`src/rtl/float_conv_pkg.sv`:
```
// Shared definitions for integer-to-float converters: FSM states, rounding modes
// and field-width helpers.
package float_conv_pkg;

    typedef enum logic [2:0] {
        StIdle,
        StAbs,
        StNorm,
        StRound,
        StPack,
        StHold
    } state_e;

    localparam logic RND_TRUNC = 1'b0;
    localparam logic RND_RNE   = 1'b1;

    function automatic int unsigned exp_bias(input int unsigned exp_w);
        return (32'd1 << (exp_w - 1)) - 32'd1;
    endfunction

    // Width of the leading-zero counter.
    function automatic int unsigned cnt_width(input int unsigned in_w);
        return $clog2(in_w) + 1;
    endfunction

    // Width of the working exponent; wide enough that e + BIAS + carry never wraps.
    function automatic int unsigned exp_calc_width(input int unsigned in_w,
                                                   input int unsigned exp_w);
        return exp_w + $clog2(in_w) + 2;
    endfunction

endpackage

```
`src/rtl/fp_round_pack.sv`:
```
// Combinational rounding, exponent carry, overflow saturation and field packing
// for a normalised magnitude (MSB set); a magnitude with clear MSB packs to +0.
module fp_round_pack
    import float_conv_pkg::*;
#(
    parameter int unsigned IN_W  = 16,
    parameter int unsigned EXP_W = 5,
    parameter int unsigned MAN_W = 10
) (
    input  logic                         sign,
    input  logic [IN_W-1:0]              mag,
    input  logic [cnt_width(IN_W)-1:0]   k,
    input  logic                         rnd_mode,
    output logic [EXP_W+MAN_W:0]         result,
    output logic                         overflow,
    output logic                         inexact
);

    localparam int unsigned FW    = IN_W - 1;
    localparam int unsigned XW    = FW + MAN_W + 2;
    localparam int unsigned EW    = exp_calc_width(IN_W, EXP_W);
    localparam int unsigned BIAS  = exp_bias(EXP_W);
    localparam int unsigned MAX_E = (32'd1 << EXP_W) - 32'd1;

    logic [XW-1:0]    ext;
    logic [MAN_W-1:0] frac;
    logic             guard;
    logic             sticky;
    logic             round_up;
    logic [MAN_W:0]   frac_inc;
    logic [EW-1:0]    exp_b;

    always_comb begin
        // Zero padding keeps G/S well defined when MAN_W >= IN_W-1.
        ext      = {mag[IN_W-2:0], {(MAN_W + 2){1'b0}}};
        frac     = ext[XW-1 -: MAN_W];
        guard    = ext[XW-1-MAN_W];
        sticky   = |ext[XW-2-MAN_W:0];
        round_up = (rnd_mode == RND_RNE) && guard && (sticky || frac[0]);
        frac_inc = {1'b0, frac} + {{MAN_W{1'b0}}, round_up};
        exp_b    = EW'(IN_W - 1) - EW'(k) + EW'(BIAS) + EW'(frac_inc[MAN_W]);
        overflow = 1'b0;
        inexact  = 1'b0;
        result   = '0;
        if (mag[IN_W-1]) begin
            if (exp_b >= EW'(MAX_E)) begin
                overflow = 1'b1;
                inexact  = 1'b1;
                result   = {sign, {EXP_W{1'b1}}, {MAN_W{1'b0}}};
            end else begin
                inexact  = guard | sticky;
                result   = {sign, exp_b[EXP_W-1:0], frac_inc[MAN_W-1:0]};
            end
        end
    end

endmodule

```
`src/rtl/int_to_float_conv.sv`:
```
// Multi-cycle integer to binary-float converter with signed/unsigned select,
// truncate/RNE rounding and valid/ready handshakes; one conversion in flight.
module int_to_float_conv
    import float_conv_pkg::*;
#(
    parameter int unsigned IN_W  = 16,
    parameter int unsigned EXP_W = 5,
    parameter int unsigned MAN_W = 10
) (
    input  logic                 clk,
    input  logic                 reset,
    input  logic                 in_valid,
    output logic                 in_ready,
    input  logic [IN_W-1:0]      in_data,
    input  logic                 in_signed,
    input  logic                 rnd_mode,
    output logic                 out_valid,
    input  logic                 out_ready,
    output logic [EXP_W+MAN_W:0] out_data,
    output logic                 out_overflow,
    output logic                 out_inexact
);

    localparam int unsigned KW    = cnt_width(IN_W);
    localparam int unsigned OUT_W = 1 + EXP_W + MAN_W;

    state_e            state_q, state_d;
    logic [IN_W-1:0]   data_q;
    logic              signed_q;
    logic              rnd_q;
    logic              sign_q;
    logic [IN_W-1:0]   mag_q;
    logic [KW-1:0]     k_q;
    logic [OUT_W-1:0]  res_data_q;
    logic              res_ovf_q;
    logic              res_inx_q;

    logic              sign_abs;
    logic [IN_W-1:0]   mag_abs;
    logic [OUT_W-1:0]  rp_data;
    logic              rp_ovf;
    logic              rp_inx;

    assign in_ready = (state_q == StIdle);

    // Most-negative input negates to 2^(IN_W-1), which is the right unsigned magnitude.
    always_comb begin
        sign_abs = signed_q & data_q[IN_W-1];
        mag_abs  = sign_abs ? (~data_q + IN_W'(1)) : data_q;
    end

    always_comb begin
        state_d = state_q;
        unique case (state_q)
            StIdle:  if (in_valid) state_d = StAbs;
            StAbs:   state_d = (mag_abs == '0) ? StPack : StNorm;
            StNorm:  if (mag_q[IN_W-1]) state_d = StRound;
            StRound: state_d = StPack;
            StPack:  state_d = StHold;
            StHold:  if (out_ready) state_d = StIdle;
            default: state_d = StIdle;
        endcase
    end

    always_ff @(posedge clk or posedge reset) begin
        if (reset) begin
            state_q <= StIdle;
        end else begin
            state_q <= state_d;
        end
    end

    fp_round_pack #(
        .IN_W  (IN_W),
        .EXP_W (EXP_W),
        .MAN_W (MAN_W)
    ) u_round_pack (
        .sign     (sign_q),
        .mag      (mag_q),
        .k        (k_q),
        .rnd_mode (rnd_q),
        .result   (rp_data),
        .overflow (rp_ovf),
        .inexact  (rp_inx)
    );

    always_ff @(posedge clk or posedge reset) begin
        if (reset) begin
            data_q       <= '0;
            signed_q     <= 1'b0;
            rnd_q        <= 1'b0;
            sign_q       <= 1'b0;
            mag_q        <= '0;
            k_q          <= '0;
            res_data_q   <= '0;
            res_ovf_q    <= 1'b0;
            res_inx_q    <= 1'b0;
            out_valid    <= 1'b0;
            out_data     <= '0;
            out_overflow <= 1'b0;
            out_inexact  <= 1'b0;
        end else begin
            unique case (state_q)
                StIdle: begin
                    if (in_valid) begin
                        data_q   <= in_data;
                        signed_q <= in_signed;
                        rnd_q    <= rnd_mode;
                    end
                end
                StAbs: begin
                    sign_q <= sign_abs;
                    mag_q  <= mag_abs;
                    k_q    <= '0;
                    if (mag_abs == '0) begin
                        res_data_q <= '0;
                        res_ovf_q  <= 1'b0;
                        res_inx_q  <= 1'b0;
                    end
                end
                StNorm: begin
                    if (!mag_q[IN_W-1]) begin
                        mag_q <= mag_q << 1;
                        k_q   <= k_q + KW'(1);
                    end
                end
                StRound: begin
                    res_data_q <= rp_data;
                    res_ovf_q  <= rp_ovf;
                    res_inx_q  <= rp_inx;
                end
                StPack: begin
                    out_data     <= res_data_q;
                    out_overflow <= res_ovf_q;
                    out_inexact  <= res_inx_q;
                    out_valid    <= 1'b1;
                end
                StHold: begin
                    if (out_ready) out_valid <= 1'b0;
                end
                default: ;
            endcase
        end
    end

endmodule

```
`config.mk`:
```
export PLATFORM = sky130hd
export DESIGN_NAME = int_to_float_conv
export DESIGN_NICKNAME = d
export VERILOG_FILES = /design/src/rtl/float_conv_pkg.sv /design/src/rtl/fp_round_pack.sv /design/src/rtl/int_to_float_conv.sv
export SDC_FILE = /design/constraint.sdc
export NUM_CORES = 1
export LEC_CHECK = 0
export CORE_UTILIZATION = 57
export DETAILED_ROUTE_END_ITERATION = 8
export PLACE_DENSITY = 0.8
export SYNTH_ARGS = -nofsm -noshare
export SYNTH_HDL_FRONTEND = slang
export SYNTH_HIERARCHICAL = 1
export SYNTH_SLANG_ARGS = --single-unit
```
`constraint.sdc`:
```
create_clock -name clk -period 4.1 [get_ports clk]
set_input_delay 0.615 -clock clk [delete_from_list [all_inputs] [get_ports clk]]
set_output_delay 0.615 -clock clk [all_outputs]
set_load 0.05 [all_outputs]
```
* Yosys cells after proc, flatten, opt, wreduce, memory -nomap -nowiden
Index checks and enable logic that the tools add are counted.
** Word-level totals
- Register bits after elaboration :: 80
- Input bits :: 22
- Output and inout bits :: 20
- Logic and storage cells :: 72
** Operators by class
- $add $sub $neg :: 6
- $lt $le $gt $ge :: 1
- Equal/unequal tests :: 10
- Mux-type cells :: 23
- Bitwise gates (word level) :: 3
- Reductions and logical operators :: 14
** Operator list (count)
- 2-to-1 mux 16 bit :: 4
- one-hot mux 16 bit (2 select lines) :: 2
- one-hot mux 3 bit (6 select lines) :: 1
- adder 16 x 1 -> 16 bit, second input constant :: 1
- zero test 16 bit :: 1
- inverter 16 bit :: 1
- 2-to-1 mux 15 bit :: 1
- 2-to-1 mux 3 bit :: 4
- adder 10 x 1 -> 11 bit :: 1
- adder 11 x 1 -> 11 bit :: 1
- adder 11 x 4 -> 11 bit, second input constant :: 1
- >= comparator 11 x 5 -> 1 bit, second input constant :: 1
- inequality test 2 bit, second input constant :: 5
- one-hot mux 5 bit (2 select lines) :: 1
- AND reduction 2 bit :: 4
- equality test 3 x 2 -> 1 bit, second input constant :: 2
- equality test 3 bit, second input constant :: 2
- 2-to-1 mux 1 bit :: 6
- one-hot mux 1 bit (2 select lines) :: 3
- nonzero test 2 bit :: 3
- subtractor 4 x 5 -> 6 bit, first input constant :: 1
- adder 5 x 1 -> 5 bit, second input constant :: 1
- 2-to-1 mux 5 bit :: 1
- OR reduction 4 bit :: 1
- 7 further kinds :: 8

* Logic depth before layout (Yosys ltp)
- Depth after elaboration :: 9
- Depth in mapped cells :: 14

* Modules after synthesis
The synthesis kept the hierarchy.
** By module, submodules not included
- int_to_float_conv :: instances 1, cells each 344, area each 3672.3 um2
- fp_round_pack :: instances 1, cells each 62, area each 405.4 um2

* Least setup slack after synthesis
Ideal clock, no wire load.
- Path kind :: register -> register
- Start point :: reg mag_q[4]
- End point :: reg res_inx_q
- Arrival time :: 3.120 ns
- Data required time :: 4.022 ns
- Setup slack :: 0.902 ns
- Stages on the path, launching flop included :: 15
- Buffers on the path :: 0
- Period minus slack after synthesis :: 3.198 ns
- Cell sequence :: dfrtp_1 nand3_1 inv_1 ha_1 and4_1 nand4_1 ha_1 ha_1 and3_2 ha_1 or4_4 or2_1 a41oi_2 nand2_1 a21oi_1
** On the way
- Cells in the longest elaborated chain, start to end :: 8
** Ends and longest elaborated chain
- start, declared :: line int_to_float_conv.sv:32 : logic [IN_W-1:0] mag_q;
- start signal, assigned :: line int_to_float_conv.sv:113 : mag_q <= mag_abs;
- start signal, assigned :: line int_to_float_conv.sv:123 : mag_q <= mag_q << 1;
- logical AND 1 bit (2 in series) :: line fp_round_pack.sv:39 : round_up = (rnd_mode == RND_RNE) && guard && (sticky || frac[0]);
- adder 10 x 1 -> 11 bit :: line fp_round_pack.sv:40 : frac_inc = {1'b0, frac} + {{MAN_W{1'b0}}, round_up};
- adder 11 x 1 -> 11 bit :: line fp_round_pack.sv:41 : exp_b = EW'(IN_W - 1) - EW'(k) + EW'(BIAS) + EW'(frac_inc[MAN_W]);
- >= comparator 11 x 5 -> 1 bit :: line fp_round_pack.sv:46 : if (exp_b >= EW'(MAX_E)) begin
- 2-to-1 mux 1 bit * :: line fp_round_pack.sv:46
- 2-to-1 mux 1 bit * :: line fp_round_pack.sv:45 : if (mag[IN_W-1]) begin
- net rp_inx :: line int_to_float_conv.sv:42 : logic rp_inx;
- one-hot mux 1 bit (2 select lines) * :: line int_to_float_conv.sv:103 : unique case (state_q)
- end signal, assigned :: line int_to_float_conv.sv:130 : res_inx_q <= rp_inx;
- end, declared :: line int_to_float_conv.sv:36 : logic res_inx_q;
The timed path passes the listed nets; every way through them passes the cells marked *.
A chain may end at the register's enable or synchronous reset.

* Worst setup path after layout
- Start point :: reg mag_q[4]
- End point :: reg res_data_q[8]
** On the way
- Cells in the longest elaborated chain, start to end :: 8
** Ends and longest elaborated chain
- logical AND 1 bit * (2 in series) :: line fp_round_pack.sv:39
- adder 10 x 1 -> 11 bit * :: line fp_round_pack.sv:40
- adder 11 x 1 -> 11 bit :: line fp_round_pack.sv:41
- >= comparator 11 x 5 -> 1 bit :: line fp_round_pack.sv:46
- 2-to-1 mux 15 bit * :: line fp_round_pack.sv:46
- 2-to-1 mux 16 bit * :: line fp_round_pack.sv:45
- net rp_data[8] :: line int_to_float_conv.sv:40 : logic [OUT_W-1:0] rp_data;
- one-hot mux 16 bit (2 select lines) * :: line int_to_float_conv.sv:103
- end signal, assigned :: line int_to_float_conv.sv:128 : res_data_q <= rp_data;
- end, declared :: line int_to_float_conv.sv:34 : logic [OUT_W-1:0] res_data_q;
Marks and branches as above.

==> summary.txt <==
Logic synthesis
  – Most used flip-flop cell after synthesis: dfrtp_1
  – Post-synthesis compound-gate area fraction: 13.9%
  – Post-synthesis cell type count: 51
  – Avg Inst Size Synth: 10.0 um^2
  – Warning count from the yosys run: 6
  – Synth area leaders: dfrtp_1, mux2_2, nand2_1
  – Simple-Gate Fraction of Synth Area: 16.6%
  – Seq/Total Area, Yosys: 49.1%
  – Post-Synthesis Cells: 406
  – Synth async-reset ratio: 100%
  – Synthesized area: 0.00408 mm^2
  – Yosys top cell area share: 49.1%
  – Synth Area in Adders: 1.84%
  – Cell accounting for the most synthesized area: dfrtp_1
  – Largest family of logic cells by synthesized area: simple AND/OR/NAND/NOR gates
  – #FFs+latches synth: 80
  – Net Count, Synth: 434
  – Most frequent cell after synthesis: dfrtp_1
  – EDFF count, synth: 0
  – Mux share of post-synthesis cell area: 9.60%
  – Commonest cells in the netlist: dfrtp_1, nand2_1, a21oi_1
  – Xor/xnor cell area share of the yosys netlist: 5.37%

Global routing
  – Antenna violations before repair: 0
  – First-pass GRT wire length: 13300 um
  – M3 GR Usage: 3.33%
  – Largest net degree at the start of global routing: 35
  – Met1 Use GR: 29.3%
  – GRT overflow: 0
  – Vias in the first global route: 2892
  – Most Used Layer, Global Route: met2
  – Total track usage: 23.0%
  – GR Util met2: 39.1%

Critical path
  – Worst-path maximum fanout: 10
  – Worst EP required: 4.29 ns
  – Worst Path Arrival: 3.75 ns
  – Worst setup SP type: register
  – Critical path class: register to register
  – Crit end category: register
  – R2r setup slk: 0.54 ns

Run
  – Max-Cap Viols: 0

Place
  – Placed inst area: 0.00456 mm^2
  – Post-DP HPWL: 5540 um
  – Setup WS pre-CTS: 0.604 ns
  – RD Place Congestion: 0.831
  – IO buf count: 41

STA
  – Worst-Margin Slew: 0.945 ns
  – Slew headroom: 36.5%
  – Final WS setup: 0.540 ns
  – Final setup fails: 0
  – Min cycle time layout: 3.56 ns
  – Final hold vios: 0
  – F_max: 281 MHz
  – Unrepaired setup endpoints after global routing: false
  – Setup_tns: 0 ns
  – Clk_skew: 0.0108 ns
  – Final Cycle Share: 86.8%
  – Slew Limit Fails: 0

Detailed routing
  – Via count: 3070
  – Antenna Nets Post-Route: 0
  – Detailed Routing Iterations Pass 1: 4
  – Drt first-iter violations: 133
  – DRC viols: 0
  – DR WL/cell: 14.7 um
  – Routed wire length: 7940 um
  – Mean number of vias per cell: 5.67

CTS
  – H-tree depth: 3
  – Post-CTS Setup Bufs: 0
  – Clk buf depth: 2
  – TritonCTS Buffers: 9
  – Clk slew on worst S/H paths: 0.08 ns
  – Clk sinks: 80
  – CTS tree: done
  – Clock latency on the worst-skew pair: 0.35 ns
  – Post-CTS Hold Buffers: 0
  – Clock root cell: clkbuf_8
  – Post-CTS resize count: 0

Floorplan
  – Die width: 86.6 um
  – Die footprint: 0.00750 mm^2
  – Die Ht: 86.6 um
  – Rows: 30
  – Core area: 0.00687 mm^2
  – Starting density of the core: 59.4%
  – I/O pin cnt: 42

Worst hold path
  – HP Class: register to register

Cells and area
  – Layout cells sized above 1: 15.1%
  – Diode count: 0
  – Final Cell Area: 0.00481 mm^2
  – Final nets: 469
  – Area growth syn-to-layout: 18.0%
  – FILL cells: 516

Pwr
  – Max VDD drop: 0.000401 V
  – Total power: 4.09 mW
  – PD cells: 849 mW/mm^2
  – Lkg Pwr: 2.03 nW

Outcome
  – Status: complete, no violations
-- path summary, 6_finish.rpt --
| kind | start | end | cells past startpoint |
|---|---|---|---|
| worst max-delay path | mag_q[4]$_DFFE_PP0P_ | res_data_q[8]$_DFFE_PP0P_ | 14 |
| worst min-delay path | out_valid$_DFFE_PP0P_ | out_valid$_DFFE_PP0P_ | 1 |
| worst max register to register | mag_q[4]$_DFFE_PP0P_ | res_data_q[8]$_DFFE_PP0P_ | 14 |
| worst min register to register | out_valid$_DFFE_PP0P_ | out_valid$_DFFE_PP0P_ | 1 |
| max in group asynchronous | reset | mag_q[10]$_DFFE_PP0P_ | 3 |
| min in group asynchronous | reset | mag_q[3]$_DFFE_PP0P_ | 2 |
-- layer usage --
metal	wire, um	up-vias
met5	0	-
met4	151	0
met3	282	15
met2	4010	72
met1	3500	1469
li1	-	1514
-- cells by family (layout without fill, tap and decap cells) --
kind of cell             Yosys count  count (layout)
buffers and inverters             35              74
adder cells (fa/ha/maj)            6               6
AO/OA/AOI/OAI                     90              90
XOR/XNOR                          25              25
multiplexers                      35              35
AND/OR/NAND/NOR                  135             135
flip-flops                        80              80
-- cell usage in the layout, fill, tap and decap left out, types with 4 or more instances in the layout --
cell type,instances
xnor2_1,15
o21ai_0,21
mux2_2,33
nand2_1,56
bufinv_16,4
nor2_1,25
clkdlybuf4s50_1,41
buf_4,6
nand4_1,11
dfrtp_1,80
xor2_1,10
a21oi_1,36
ha_1,6
and3_1,5
a22oi_1,12
nor3_1,8
clkbuf_8,9
nand3_1,4
inv_1,10
-- critical path: stages, from the launching register on --
cell and delay, ns:
dfrtp_1 0.43, nand3_1 0.18, inv_1 0.09, ha_1 0.20, and4_1 0.24, nand4_1 0.11, ha_1 0.23, ha_1 0.22
and3_2 0.22, ha_1 0.30, or4_4 0.55, o211ai_2 0.37, nor2_1 0.11, nand2_1 0.09, a21oi_1 0.06
-- metrics by stage --
stage,cells,util (%),hold slack (ns)
global route,541,70.1,0.515
floorplan,406,-,0.442
finish,541,70.1,0.480
CTS,541,70.1,0.484
global placement,526,66.3,0.458
detailed placement,526,66.3,0.466
-- report_power, final --
part	total, mW	switching (mW)	internal, mW
Combinational	1.81	1.04	0.773
Clock	0.747	0.286	0.461
Sequential	1.53	0.388	1.14
Total	4.09	1.71	2.37
-- area by class of cell --
cell class | count | area [um^2] | share of cell area [%]
Sequential cell | 80 | 2000 | 41.6
Multi-Input combinational cell | 291 | 1930 | 40.2
Timing Repair Buffer | 47 | 455 | 9.46
Clock inverter | 6 | 133 | 2.76
Clock buffer | 9 | 124 | 2.57
Tap cell | 96 | 120 | 2.50
Inverter | 12 | 45.0 | 0.936
-- sequential cells by signal (all words and copies together), names as in the netlist, 3 cells and up --
signal      cells
data_q         16
k_q             5
mag_q          16
out_data       16
res_data_q     16
state_q         3
No activity file was read; power rests on OpenSTA's default activity.
==> edit 1 (same flow settings) <==
Reset style: synchronous (`reset`), changed in 2 clocked blocks.
--- a/src/rtl/int_to_float_conv.sv
+++ b/src/rtl/int_to_float_conv.sv
@@ -62,7 +62,7 @@
         endcase
     end
 
-    always_ff @(posedge clk or posedge reset) begin
+    always_ff @(posedge clk) begin
         if (reset) begin
             state_q <= StIdle;
         end else begin
@@ -84,7 +84,7 @@
         .inexact  (rp_inx)
     );
 
-    always_ff @(posedge clk or posedge reset) begin
+    always_ff @(posedge clk) begin
         if (reset) begin
             data_q       <= '0;
             signed_q     <= 1'b0;
Function: differs if reset is asserted again (counterexample within 4 cycles, from zero or initial values and one cycle with reset high); with reset held inactive, the same outputs for 10 cycles.
==> edit 1 against the unedited design <==
- routed wire length is 18% higher
- sequential cell count stayed put
- synthesized cell count is 27% higher
- area after synthesis is 1.6% lower
- setup slack worse by 0.12 ns
- sequential share of layout area is 7.2 points lower
- final area is 3.1% lower
- count of clock-buffer cells in the layout stayed put
- cell count is 17% higher
- core utilization is 1.4 points lower
- non-clock buffer count is 2 lower
- critical endpoint is now res_data_q[8]
- largest cell class is now multi-input gates
Power is not compared: it rests on default switching activity, and its combinational part moved more than twofold at a synthesized area within 25%.
==> edit 1: results (changes against the unedited design) <==
status complete, no violations; Synth Area in Adders 1.87% (+0.030 points); Post-synth top flop dfxtp_1; grt met3 use 4.72% (+1.4 points); Final Skew 0.00985 ns (-0.000973 ns); hold slack 0.455 ns (-0.0250 ns); DP Area 4420 um^2 (-3.0%); via count 3762 (+23%); met1 Track Usage GR 36.1% (+6.8 points); CP arrival 3.90 ns (+0.15 ns); Post-Layout Cell Count 635 (+17%); sequential cell area fraction in the yosys report 39.9% (-9.2 points); WL/cell 14.7 um (+0.43%); Mapped Nets 542 (+25%); fin crit period 3.68 ns (+0.124 ns); Netlist cell types 56 (+9.8%); Total GRT Usage 26.3% (+3.2 points); synth cell count leaders 98 x nand2_1, 80 x dfxtp_1, 54 x a21oi_1, 47 x nor2_1, 27 x clkbuf_1; mux share of post-synthesis cell area 0.249% (-9.4 points); Rel. slew slack 13.2% (-23 points); most area-consuming cells after synthesis dfxtp_1 40%, nand2_1 9.2%, a21oi_1 6.7%; Setup crit end res_data_q[8]; post-synthesis compound-gate area fraction 22.0% (+8.1 points); metal2 WL 4370 um (+9.0%); Placed Cells incl. Taps 619 (+18%); first-pass GRT wire length 15600 um (+17%); vias in the first global route 3308 (+14%); largest net degree at the start of global routing 42 (+20%); layout cells sized above 1 6.31% (-8.7 points); R2R setup slack 0.42 ns (-0.12 ns); GP Congestion 0.884 (+6.3%); Seq. cell area 1600 um^2 (-20%); Pre-antenna DRT Iters 5 (+1); hpwl dp 6380 um (+15%)
## edit 1: cell count changes after synthesis, moves of 22 or more
| cell | before | now |
|---|---|---|
| dfrtp_1 | 80 | 0 |
| dfxtp_1 | 0 | 80 |
| nand3_1 | 4 | 26 |
| nor2_1 | 25 | 47 |
| mux2_2 | 33 | 0 |
| nand2_1 | 56 | 98 |
## edit 1: power by group
part / internal [mW] / leakage, nW / total (mW) / switching [mW]
registers: 0.838 / 0.650 / 0.934 / 0.0960
logic: 0.179 / 0.823 / 0.477 / 0.298
clock network: 0.405 / 0.119 / 0.703 / 0.298
## edit 1: area by class of cell
class	count	share of cell area, %
inverter	10	0.805
tap	96	2.58
multi-input combinational	388	47.7
timing repair buffer	45	9.34
clock inverter	7	2.58
sequential	80	34.3
clock buffer	9	2.66
==> edit 2 (config.mk and constraints unchanged) <==
Made on the original files. `EXP_W` is set to 5 in 2 places; all go to 3.
--- a/src/rtl/fp_round_pack.sv
+++ b/src/rtl/fp_round_pack.sv
@@ -4,7 +4,7 @@
     import float_conv_pkg::*;
 #(
     parameter int unsigned IN_W  = 16,
-    parameter int unsigned EXP_W = 5,
+    parameter int unsigned EXP_W = 3,
     parameter int unsigned MAN_W = 10
 ) (
     input  logic                         sign,
--- a/src/rtl/int_to_float_conv.sv
+++ b/src/rtl/int_to_float_conv.sv
@@ -4,7 +4,7 @@
     import float_conv_pkg::*;
 #(
     parameter int unsigned IN_W  = 16,
-    parameter int unsigned EXP_W = 5,
+    parameter int unsigned EXP_W = 3,
     parameter int unsigned MAN_W = 10
 ) (
     input  logic                 clk,
Ports: changed (resized out_data); port bits go from 42 to 40. No check against the original RTL was run, so the function may have changed too.
==> edit 2 against the unedited design <==
- fmax shrank 7.0%
- sequential cell count down 4
- largest cell class is now multi-input gates
- setup slack worse by 0.27 ns
- final area shrank 2.8%
- critical endpoint is now res_data_q[2]
- combinational power shrank 17%
- area after synthesis is 1.8% lower
- count of clock-buffer cells in the layout unchanged
- critical path type unchanged
- sequential power down 8%
- synthesized cell count fell by 4.7%
- power fell by 13%
- routed wire length grew 0.54%
==> edit 2: results (changes against the unedited design) <==
max incr delay on CP 0.68 ns (+0.13 ns); Pre-antenna DRT Iters 5 (+1); Total GRT Usage 23.4% (+0.38 points); worst r2r dst res_data_q[2]; CP arrival 4.11 ns (+0.36 ns); PortBufs 39 (-4.9%); mux share of post-synthesis cell area 13.2% (+3.6 points); GP Congestion 0.860 (+3.4%); leakage 2.09 nW (+2.9%); post-synthesis compound-gate area fraction 11.4% (-2.5 points); R2R setup slack 0.27 ns (-0.27 ns); status complete, no violations; via count 3009 (-2.0%); vias in the first global route 2827 (-2.2%); drt initial violations 114 (-14%); Final Skew 0.0112 ns (+0.000339 ns); nets@finish 446 (-4.9%); Slowest-stage cell, CP or4_1; Mapped Nets 415 (-4.4%); layout cells sized above 1 14.4% (-0.64 points); hpwl dp 5910 um (+6.6%); synth cell count leaders 76 x dfrtp_1, 45 x nor2_1, 31 x mux2_2, 25 x nand2_1, 22 x o21ai_0; Netlist cell types 52 (+2.0%); most area-consuming cells after synthesis dfrtp_1 48%, mux2_2 8.7%, mux2i_1 4.5%; XOR/XNOR share of the synthesized area 6.12% (+0.76 points); first-pass GRT wire length 13300 um (about the same); Synth Area in Adders 1.88% (+0.034 points)
edit 2: cell count changes in the layout (fill, tap and decap cells not counted), sizes merged, moves of 3 or more:
cell and change:
nand4 -5, mux2i +16, xnor2 +3, dfrtp -4, nor2 +20, nor3 +5
nand2 -31, a21oi -23
edit 2: routing by layer:
layer  up-vias  global-route usage (%)  part of all wire (%)
met5         -                       0                     0
met3        19                    4.62                   3.1
met4         0                    9.39                   2.6
li1       1454                       -                     -
met2        69                    41.7                    52
met1      1467                    27.8                    43
edit 2: worst min path at each step:
stage | cells after the start | to | start | slack (ns)
detailed placement | 1 | out_valid | out_valid | 0.47
CTS | 1 | out_valid | out_valid | 0.49
finish | 1 | out_valid | out_valid | 0.49
floorplan | 2 | sign_q | sign_q | 0.44
global placement | 1 | out_valid | out_valid | 0.46
global route | 1 | out_valid | out_valid | 0.51
edit 2: power breakdown:
part / switching [mW] / leakage, nW / total (mW) / internal [mW]
Clock: 0.292 / 0.110 / 0.639 / 0.347
Sequential: 0.375 / 0.971 / 1.40 / 1.03
Combinational: 0.833 / 1.01 / 1.50 / 0.669
edit 2: cell families after synthesis:
logic type,count (synthesis)
compound gates,69
flops,76
mux,49
buf+inv,33
xor+xnor,28
simple gates,126
fa+ha+maj,6
edit 2: through the flow:
step	area [um^2]	hold slack, ns	instances	setup slack (ns)	total power [mW]
after floorplan	4000	0.442	387	0.732	2.52
after detailed placement	4460	0.473	503	0.398	2.92
after global routing	4680	0.514	519	0.116	3.78
final	4680	0.489	519	0.271	3.54
after global placement	4460	0.460	503	0.562	2.85
after CTS	4680	0.493	519	0.269	3.56
edit 2: final cells by class:
cell class                      instances  area (um^2)
Multi-Input combinational cell        278         1970
Clock inverter                          7         98.8
Timing Repair Buffer                   44          428
Tap cell                               96          120
Clock buffer                            9          124
Fill cell                             524         2110
Sequential cell                        76         1900
Inverter                                9         33.8
edit 2: worst register-to-register path, cell delays in order, from the launching register on:
cell,delay [ns]
dfrtp_1,0.43
and3_1,0.20
ha_1,0.20
and4_1,0.26
nand4_1,0.12
ha_1,0.22
ha_1,0.21
or3_4,0.39
ha_1,0.28
inv_1,0.04
a211o_1,0.26
or4_1,0.68
nor2_1,0.21
mux2i_1,0.11
nor2_1,0.16
